<file path="src/rtl/turn_sequencer.sv">
// turn_sequencer: runs one battle turn. It orders the attackers by speed,
// takes each hit from the shared damage calculator, drains the defender's HP
// through the HP register write port, and waits for ENTER after each "X used Y"
// message.
// Build option: define HP_DRAIN_ANIM_EN to drain HP one point per tick pulse.
// Without it, the whole hit is written in a single HP register write.
//
// state  | meaning
// -------+-----------------------------------------------------------
// IDLE   | waiting for start_turn
// ORDER  | latch who attacks first (a speed tie goes to the enemy)
// CALC1  | first attacker selected on the calculator, capped hit latched
// DRAIN1 | writing the first hit into the defender's HP
// MSG1   | first attacker's message shown, wait for an ENTER press
// CALC2  | roles swapped, capped hit latched
// DRAIN2 | writing the second hit into the defender's HP
// MSG2   | second attacker's message shown, wait for an ENTER press
// DONE   | pulse turn_done with the faint flags

module turn_sequencer (
    input  logic       Clk,
    input  logic       Reset,
    input  logic       start_turn,
    input  logic [7:0] player_speed,
    input  logic [7:0] enemy_speed,
    input  logic [7:0] player_hp,
    input  logic [7:0] enemy_hp,
    input  logic [7:0] damage,
    input  logic       key_enter,
    input  logic       tick,
    output logic       is_player,
    output logic       hp_we,
    output logic       hp_target,
    output logic [7:0] hp_wdata,
    output logic       show_player_msg,
    output logic       show_enemy_msg,
    output logic       busy,
    output logic       turn_done,
    output logic       faint_player,
    output logic       faint_enemy
);

    localparam logic [3:0] ST_IDLE   = 4'd0;
    localparam logic [3:0] ST_ORDER  = 4'd1;
    localparam logic [3:0] ST_CALC1  = 4'd2;
    localparam logic [3:0] ST_DRAIN1 = 4'd3;
    localparam logic [3:0] ST_MSG1   = 4'd4;
    localparam logic [3:0] ST_CALC2  = 4'd5;
    localparam logic [3:0] ST_DRAIN2 = 4'd6;
    localparam logic [3:0] ST_MSG2   = 4'd7;
    localparam logic [3:0] ST_DONE   = 4'd8;

    logic [3:0] state_q, state_d;
    logic       first_q, first_d;        // 1 = player attacks first
    logic [7:0] rem_q, rem_d;            // HP points still to remove
    logic       is_player_q, is_player_d;
    logic       key_q;

    logic [7:0] def_hp;
    logic       key_rise;
    logic       in_msg;

    // The defender is always the side that is not attacking.
    assign def_hp   = is_player_q ? enemy_hp : player_hp;
    assign key_rise = key_enter & ~key_q;
    assign in_msg   = (state_q == ST_MSG1) || (state_q == ST_MSG2);

`ifndef HP_DRAIN_ANIM_EN
    logic unused_tick;
    assign unused_tick = tick;
`endif

    // Next-state logic and the HP write port / turn-end strobes.
    always_comb begin
        state_d      = state_q;
        first_d      = first_q;
        rem_d        = rem_q;
        is_player_d  = is_player_q;
        hp_we        = 1'b0;
        hp_target    = 1'b0;
        hp_wdata     = 8'h00;
        turn_done    = 1'b0;
        faint_player = 1'b0;
        faint_enemy  = 1'b0;

        case (state_q)
            ST_IDLE: begin
                if (start_turn) begin
                    state_d = ST_ORDER;
                end
            end

            ST_ORDER: begin
                first_d     = (player_speed > enemy_speed);
                is_player_d = first_d;
                state_d     = ST_CALC1;
            end

            // Capping the hit at the defender's HP is what keeps HP from wrapping.
            ST_CALC1, ST_CALC2: begin
                rem_d   = (damage < def_hp) ? damage : def_hp;
                state_d = (state_q == ST_CALC1) ? ST_DRAIN1 : ST_DRAIN2;
            end

            ST_DRAIN1, ST_DRAIN2: begin
`ifdef HP_DRAIN_ANIM_EN
                if (rem_q == 8'd0) begin
                    state_d = (state_q == ST_DRAIN1) ? ST_MSG1 : ST_MSG2;
                end else if (tick) begin
                    hp_we     = 1'b1;
                    hp_target = is_player_q;
                    hp_wdata  = def_hp - 8'd1;
                    rem_d     = rem_q - 8'd1;
                end
`else
                if (rem_q != 8'd0) begin
                    hp_we     = 1'b1;
                    hp_target = is_player_q;
                    hp_wdata  = def_hp - rem_q;
                end
                rem_d   = 8'd0;
                state_d = (state_q == ST_DRAIN1) ? ST_MSG1 : ST_MSG2;
`endif
            end

            // A fainted defender ends the turn before it can strike back.
            ST_MSG1: begin
                if (key_rise) begin
                    if (def_hp == 8'd0) begin
                        state_d = ST_DONE;
                    end else begin
                        state_d     = ST_CALC2;
                        is_player_d = ~first_q;
                    end
                end
            end

            ST_MSG2: begin
                if (key_rise) begin
                    state_d = ST_DONE;
                end
            end

            ST_DONE: begin
                turn_done    = 1'b1;
                faint_player = (player_hp == 8'd0);
                faint_enemy  = (enemy_hp == 8'd0);
                state_d      = ST_IDLE;
            end

            default: begin
                state_d = ST_IDLE;
            end
        endcase
    end

    // State, turn order, remaining damage, calculator select and ENTER history.
    always_ff @(posedge Clk or posedge Reset) begin
        if (Reset) begin
            state_q     <= ST_IDLE;
            first_q     <= 1'b0;
            rem_q       <= 8'd0;
            is_player_q <= 1'b0;
            key_q       <= 1'b0;
        end else begin
            state_q     <= state_d;
            first_q     <= first_d;
            rem_q       <= rem_d;
            is_player_q <= is_player_d;
            key_q       <= key_enter;
        end
    end

    assign is_player       = is_player_q;
    assign busy            = (state_q != ST_IDLE);
    assign show_player_msg = in_msg & is_player_q;
    assign show_enemy_msg  = in_msg & ~is_player_q;

endmodule

</file>
<file path="config.mk">
export PLATFORM = sky130hd
export DESIGN_NAME = turn_sequencer
export DESIGN_NICKNAME = d
export VERILOG_FILES = /design/src/rtl/turn_sequencer.sv
export SDC_FILE = /design/constraint.sdc
export NUM_CORES = 1
export LEC_CHECK = 0
export CAP_MARGIN = 20
export CORE_UTILIZATION = 30
export CTS_CLUSTER_SIZE = 14
export DETAILED_ROUTE_END_ITERATION = 7
export HOLD_SLACK_MARGIN = 0.08
export REMOVE_ABC_BUFFERS = 1
export SLEW_MARGIN = 10
export SYNTH_ARGS = -nofsm -noshare
export SYNTH_HDL_FRONTEND = slang
export SYNTH_SLANG_ARGS = --single-unit
</file>
<file path="constraint.sdc">
create_clock -name Clk -period 7.25 [get_ports Clk]
set_input_delay 1.8125 -clock Clk [delete_from_list [all_inputs] [get_ports Clk]]
set_output_delay 1.8125 -clock Clk [all_outputs]
set_load 0.05 [all_outputs]
</file>
==> results.txt, run 1 <==
The wire-length estimate of the detail-placed layout is 3570 um. After detailed routing, the number of remaining DRC violations is 0. The weighted congestion reported at the end of routability-driven placement came out at 0.769. The run finished with clean final reports. The max-slew violation count is 0.

The number of instances resized during post-cts repair is 0. The starting density of the core is 31.5%. The floorplan core area came out at 5610 um^2.

The number of I/O port buffers came out at 60. STA classifies the critical path startpoint as an input pin. After technology mapping, the gate count stands at 206.

Net switching is 50.6% of the power. Sequential cells account for 18.3% of the total power. Summed over all layers, the routed wires come to 4220 um. The total number of vias came out at 1,605.

The tree is rooted in a clkbuf_8. The worst hold slack after final layout came out at 483 ps. The placed instance area is 2420 um^2. The cell depth of the worst min-delay path is 2. After clock tree synthesis, the clock-pin slew on the worst setup and hold paths is 60 ps. The share of the cycle needed by the critical path after routing is 90.9%.

The total number of yosys warnings came out at 0. The average instance area after synthesis is 8.58 um^2. The finished cells cover 2470 um^2. In the final layout, the share of cells above drive strength 1 is 9.09%. The mean number of vias per cell came out at 4.78.

The total congestion overflow after global routing is 0. TritonCTS built the clock tree. The number of enable-type register cells in the synthesized netlist is 0. The final-layout setup total negative slack came out at 0 ps. The H-tree depth reported by CTS is 1. The share of the yosys chip area belonging to registers came out at 21.2%. The clock latency at the later pin of the worst-skew pair came out at 240 ps. The largest driver fanout on the critical path is 4. The relative area change from synthesis to final layout came out at 39.5%. The routed wire length per instance came out at 12.6 um.

The pin count of the biggest net entering global routing is 17. The timing-limited maximum frequency is 152 MHz. The full die area came out at 6200 um^2.

Setup repair after global routing left no endpoint under its margin. The via count of the first global-routing pass was 1,511. The cell count of the worst reg-to-reg path came out at 8. The floorplan die height came out at 78.8 um. The global router's overall resource usage came out at 14.3%.

The die span in x came out at 78.8 um. The cell row count came out at 27. The worst vdd rail ir drop is 0.158 mV. The part of the power in combinational logic is 74.6%.

Max-cap violations in this run came to 0. The normalized max-slew margin came out at 59.4%. The wire length of the first global-routing pass is 7060 um. Leaving out fill and tap cells, the most frequent cells in the layout are clkdlybuf4s50_1 (60), inv_1 (27), ha_1 (23). The cell area power density came out at 389 nW/um^2. For this run, the leading register cell type out of synthesis is dfrtp_1. The reported leakage power is 1.12 nW. The number of hold-repair buffers added at the cts stage is 0. The largest buffer count on any clock path came out at 2. The iteration count of the initial detailed-routing pass came out at 4.

The worst setup path is captured at an output port. The minimum setup slack among reg-to-reg paths came out at 4340 ps. For the pin with the worst max-slew slack, the measured transition is 609 ps. The worst path in the final design needs a cycle of 6590 ps, including I/O delays and setup. The overall power of the completed layout is 0.000960 W. The cell internal power dissipation came out at 0.000475 W. The register bit count reported by yosys is 15. The first routing iteration left 21 violations. The final-report setup violation count came out at 0. The count of non-filler cells in the finished layout is 336.

The start-to-end type of the worst setup path is in2out. The number of unique standard cell types used by synthesis came out at 44. The number of placed instances with taps included is 332. The proportion of synthesized flip-flops having asynchronous set or reset came out at 100%. Clock tree synthesis inserted a total of 3 buffers. The part of the power in the clock network is 7.1%. The class of the most critical hold timing path is reg2reg.

The count of inserted antenna diode cells is 0. The number of endpoints with negative hold slack in the final report came out at 0. The post-detailed-route count of antenna-violating nets came out at 0. The post-CTS setup buffer count is 0. The number of antenna violations at the first check in global routing is 0. Clock skew on the completed layout was measured at 4.06 ps. Leaving out fill and tap cells, the most frequent cell in the layout is clkdlybuf4s50_1. The combined area of all synthesized cells came out at 1770 um^2. The critical path required time came out at 5440 ps. The net switching power came out at 0.000485 W. STA puts the critical path data arrival time at 4770 ps. The number of top-level pins came out at 62. The final layout contains 334 nets. The clock net in this run drives a total of 15 sinks.
-- synthesized netlist by cell type, types with 2 or more instances --
master    instances  share of area [%]
a21o_1            3                1.3
a21oi_1          11                3.1
a22o_1            8                4.0
a311o_1           2                1.1
and2_1            3                1.1
and3_1            2               0.71
buf_2             2               0.57
clkbuf_1          2               0.42
dfrtp_1          15                 21
ha_1             23                 16
inv_1            27                5.7
mux2_2            7                4.5
mux2_4            8                6.8
mux2i_1           4                2.3
nand2_1          18                3.8
nand2b_1          4                1.4
nand3_1           2               0.57
nand4_1           3                1.1
nor2_1           14                3.0
nor2b_1           3                1.1
nor4_1            7                2.5
o211ai_1          2               0.85
o21a_1            2               0.85
o21ai_0           9                2.5
o22ai_1           2               0.71
xnor2_1           3                1.5
xor2_1            3                1.5
-- per-stage QoR --
step	worst slack, ps	util, %
6_report	663	44.0
3_3_place_gp	653	43.2
3_5_place_dp	632	43.2
4_1_cts	624	44.0
2_1_floorplan	1440	-
5_1_grt	471	44.0
-- state kept, by name, summed over array words and instances (netlist names) --
name       count
key_q          1
is_player      1
first_q        1
state_q        4
rem_q          8
-- power by group through the flow --
stage	registers [W]	clock network, W	logic (W)
after detailed placement	0.000176	0	0.000721
final	0.000176	0.0000679	0.000716
after global routing	0.000184	0.0000736	0.000785
after CTS	0.000175	0.0000690	0.000723
after global placement	0.000176	0	0.000716
after floorplan	0.000170	0	0.000538
-- critical path, stage by stage --
cell             delay, ps
clkdlybuf4s50_1        420
mux2_2                 330
ha_1                   270
nor2b_1                120
o21ai_0                210
a21boi_0               190
o41a_1                 410
mux2i_1                190
clkdlybuf4s50_1        830
-- logic make-up (layout without fill, tap and decap cells) --
group	after synthesis	after routing	share of synthesized area [%]
buffers and inverters	33	91	7.86
AO/OA/AOI/OAI	46	46	18.7
XOR/XNOR	6	6	2.97
multiplexers	19	19	13.5
adder cells (fa/ha/maj)	24	24	17.4
AND/OR/NAND/NOR	63	63	18.3
flip-flops	15	15	21.2
-- area by class of cell --
type / instances / area [um^2]
inverter: 27 / 101
sequential: 15 / 375
clock buffer: 4 / 45.0
fill: 559 / 3140
tap: 72 / 90.1
multi-input combinational: 158 / 1250
timing repair buffer: 60 / 601
-- worst paths after layout --
check                                  from           to
worst max-delay path            enemy_hp[1]  hp_wdata[7]
worst min-delay path                first_q      first_q
worst max register to register    is_player     rem_q[0]
worst min register to register      first_q      first_q
max in group asynchronous             Reset     rem_q[5]
min in group asynchronous             Reset      first_q
-- routing by layer --
metal / part of all wire (%) / vias to the layer above / GRT usage [%] / routed length, um
li1: - / 850 / - / -
met1: 51 / 714 / 20.6 / 2160
met2: 44 / 37 / 22.0 / 1840
met3: 4.0 / 4 / 1.49 / 167
met4: 1.2 / 0 / 5.19 / 51
met5: 0 / - / 0 / 0
(Power assumes the default switching activity.)
==> run 2, diff against run 1 <==
--- a/config.mk
+++ b/config.mk
@@ -6,7 +6,10 @@
 export NUM_CORES = 1
 export LEC_CHECK = 0
 export CAP_MARGIN = 20
+export CORE_MARGIN = 2
 export CORE_UTILIZATION = 30
+export CTS_BUF_LIST = sky130_fd_sc_hd__clkbuf_2 sky130_fd_sc_hd__clkbuf_4 sky130_fd_sc_hd__clkbuf_8
+export CTS_CLUSTER_DIAMETER = 40
 export CTS_CLUSTER_SIZE = 14
 export DETAILED_ROUTE_END_ITERATION = 7
 export HOLD_SLACK_MARGIN = 0.08
==> run 2 against run 1 <==
Design area rose by 0.15%. Die area rose by 5.1%. Worst setup slack worse by 1.8 ps. Sequential cell count unchanged. Clock skew shrank 2.4 ps. Maximum frequency barely moved. Sequential power about the same. Critical endpoint is now hp_wdata[6]. Largest cell class unchanged.
==> results.txt, run 2 (synthesis results as in run 1) <==
The flow ran to the end, and the final reports show no timing, DRC or antenna violations. The via count of the first global-routing pass is 1,562. The most frequent standard cell in the layout excluding fill and tap cells is clkdlybuf4s50_1.

The critical path required time came out at 5440 ps. The max-slew violation count is 0. In this run the horizontal extent of the chip is 80.8 um. The cell area power density is 394 nW/um^2. The total congestion overflow after global routing came out at 0.

Setup repair after global routing left no endpoint under its margin. The full die area is 6520 um^2. The number of instances resized during post-cts repair is 0. The number of antenna violations at the first check in global routing came out at 0. The worst setup path is captured at an output port.

The final-report setup violation count came out at 0. The start-to-end type of the worst setup path is in2out. Leaving out filler cells and counting taps, the final layout contains 336.

In this run the static leakage power is 1.13 nW. The count of inserted antenna diode cells came out at 0. The worst-case clock skew is 1.61 ps. The total number of vias is 1,655. The mean number of vias per cell came out at 4.93. In this run, CTS created clock tree buffers numbering 3.

The longest clock path from root to sink contains 2 buffers. The transition time of the tightest slew-check pin is 621 ps. Routability-driven placement finished with a final weighted congestion of 0.782. The worst pin sits at a relative slew slack of 58.6%. The number of I/O port buffers came out at 60. The clock tree from TritonCTS is yes. STA classifies the critical path startpoint as an input pin. The number of hold-repair buffers added at the cts stage is 0. Max-cap violations in this run came to 0.

The register with the most flip-flops in the layout has 8 of them. The clock-pin slew on the worst setup and hold paths came out at 60 ps. The largest driver fanout on the critical path is 3.

After layout, the minimum clock period comes to 6590 ps. The number of top-level pins is 62. The fraction of final layout cells with drive strength greater than 1 came out at 9.47%.

The post-layout utilization of the core is 44.0%. Compared with the post-synthesis result, the final layout area differs by 39.7%. The residual DRC count came out at 0. In this run the remaining antenna-violating nets after routing total 0.

In this run the worst hold path is classified as reg2reg. The H-tree depth reported by CTS came out at 1. The timing-limited maximum frequency is 152 MHz. The total area inside the core boundary comes to 5610 um^2. Clock tree synthesis found a total of 15 sinks.

In the finished design, the share of the clock period the worst path needs comes to 90.9%. Across the VDD grid, the largest voltage drop is 0.190 mV. The cell depth of the worst min-delay path came out at 2. The number of placed instances with taps included came out at 332. For this block, the routed nets add up to 4400 um of wire. The number of endpoints with negative hold slack in the final report is 0. The register with the most flip-flops in the final layout is rem_q. The pin count of the biggest net entering global routing came out at 17. For this block, the initial DRC count from the detailed router was 33. The wire length of the first global-routing pass is 7050 um. The worst register-to-register path has a depth of 8. In the final layout, the registers with the most flip-flops are rem_q: 8 flops, state_q: 4 flops. The root buffer cell chosen for the clock tree is clkbuf_8. The data arrival time of the critical path is 4780 ps. The iteration count of the initial detailed-routing pass is 4. The post-DP HPWL came out at 3670 um. The overall power of the completed layout came out at 0.000973 W.

The later pin in the worst-skew pair is clocked with a latency of 250 ps. The floorplan die height came out at 80.8 um. Global routing consumed, over all layers together, 13.9% of the routing resources.

At the end of the flow, the number of nets in the layout was 334. The starting density of the core is 31.5%. The cell row count came out at 27.

The routed wire length per instance came out at 13.1 um. The final-layout setup total negative slack came out at 0 ps. In this run the post-CTS setup repair buffer count came out at 0.

In the layout the commonest cells are clkdlybuf4s50_1 (60), inv_1 (27), ha_1 (23).
## run 2: cell counts in the layout (fill, tap and decap cells not counted)
No cell type changed its count.
## run 2: final cells by class
class / count / area, um^2
Multi-Input combinational cell: 158 / 1250
Tap cell: 72 / 90.1
Fill cell: 586 / 3140
Timing Repair Buffer: 60 / 601
Inverter: 27 / 101
Sequential cell: 15 / 375
Clock buffer: 4 / 48.8
## run 2: path summary, 6_finish.rpt
path | slack, ps | end | start
max | 660 | hp_wdata[6] | player_hp[0]
min | 490 | first_q | first_q
max reg2reg | 4310 | rem_q[5] | is_player
min in group asynchronous | 1920 | rem_q[5] | Reset
max in group asynchronous | 4950 | rem_q[0] | Reset
min reg2reg | 490 | first_q | first_q
## run 2: through the flow
| stage | instance area [um^2] | hold slack, ps | setup WS (ps) |
|---|---|---|---|
| finish | 2470 | 488 | 661 |
| global route | 2470 | 533 | 487 |
| CTS | 2470 | 489 | 637 |
| detailed placement | 2420 | 473 | 642 |
| global placement | 2420 | 466 | 649 |
| floorplan | 1730 | 450 | 1440 |
## run 2: worst max-delay path, stage by stage
cell and delay, ps:
clkdlybuf4s50_1 420, mux2_4 310, inv_1 80, ha_1 140, inv_1 50, fa_1 410, a21o_1 180, a21oi_1 210
o21ai_0 140, xnor2_1 130, nor2_1 90, clkdlybuf4s50_1 800
## run 2: per-layer routing
layer / wire, um / GRT usage, %
met2: 1930 / 22.4
met4: 70 / 5.08
met3: 254 / 1.78
met1: 2150 / 19.0
met5: 0 / 0
## run 2: power breakdown
part | switching, W | internal [W]
clock network | 0.0000303 | 0.0000427
registers | 0.0000550 | 0.000121
logic | 0.000408 | 0.000316
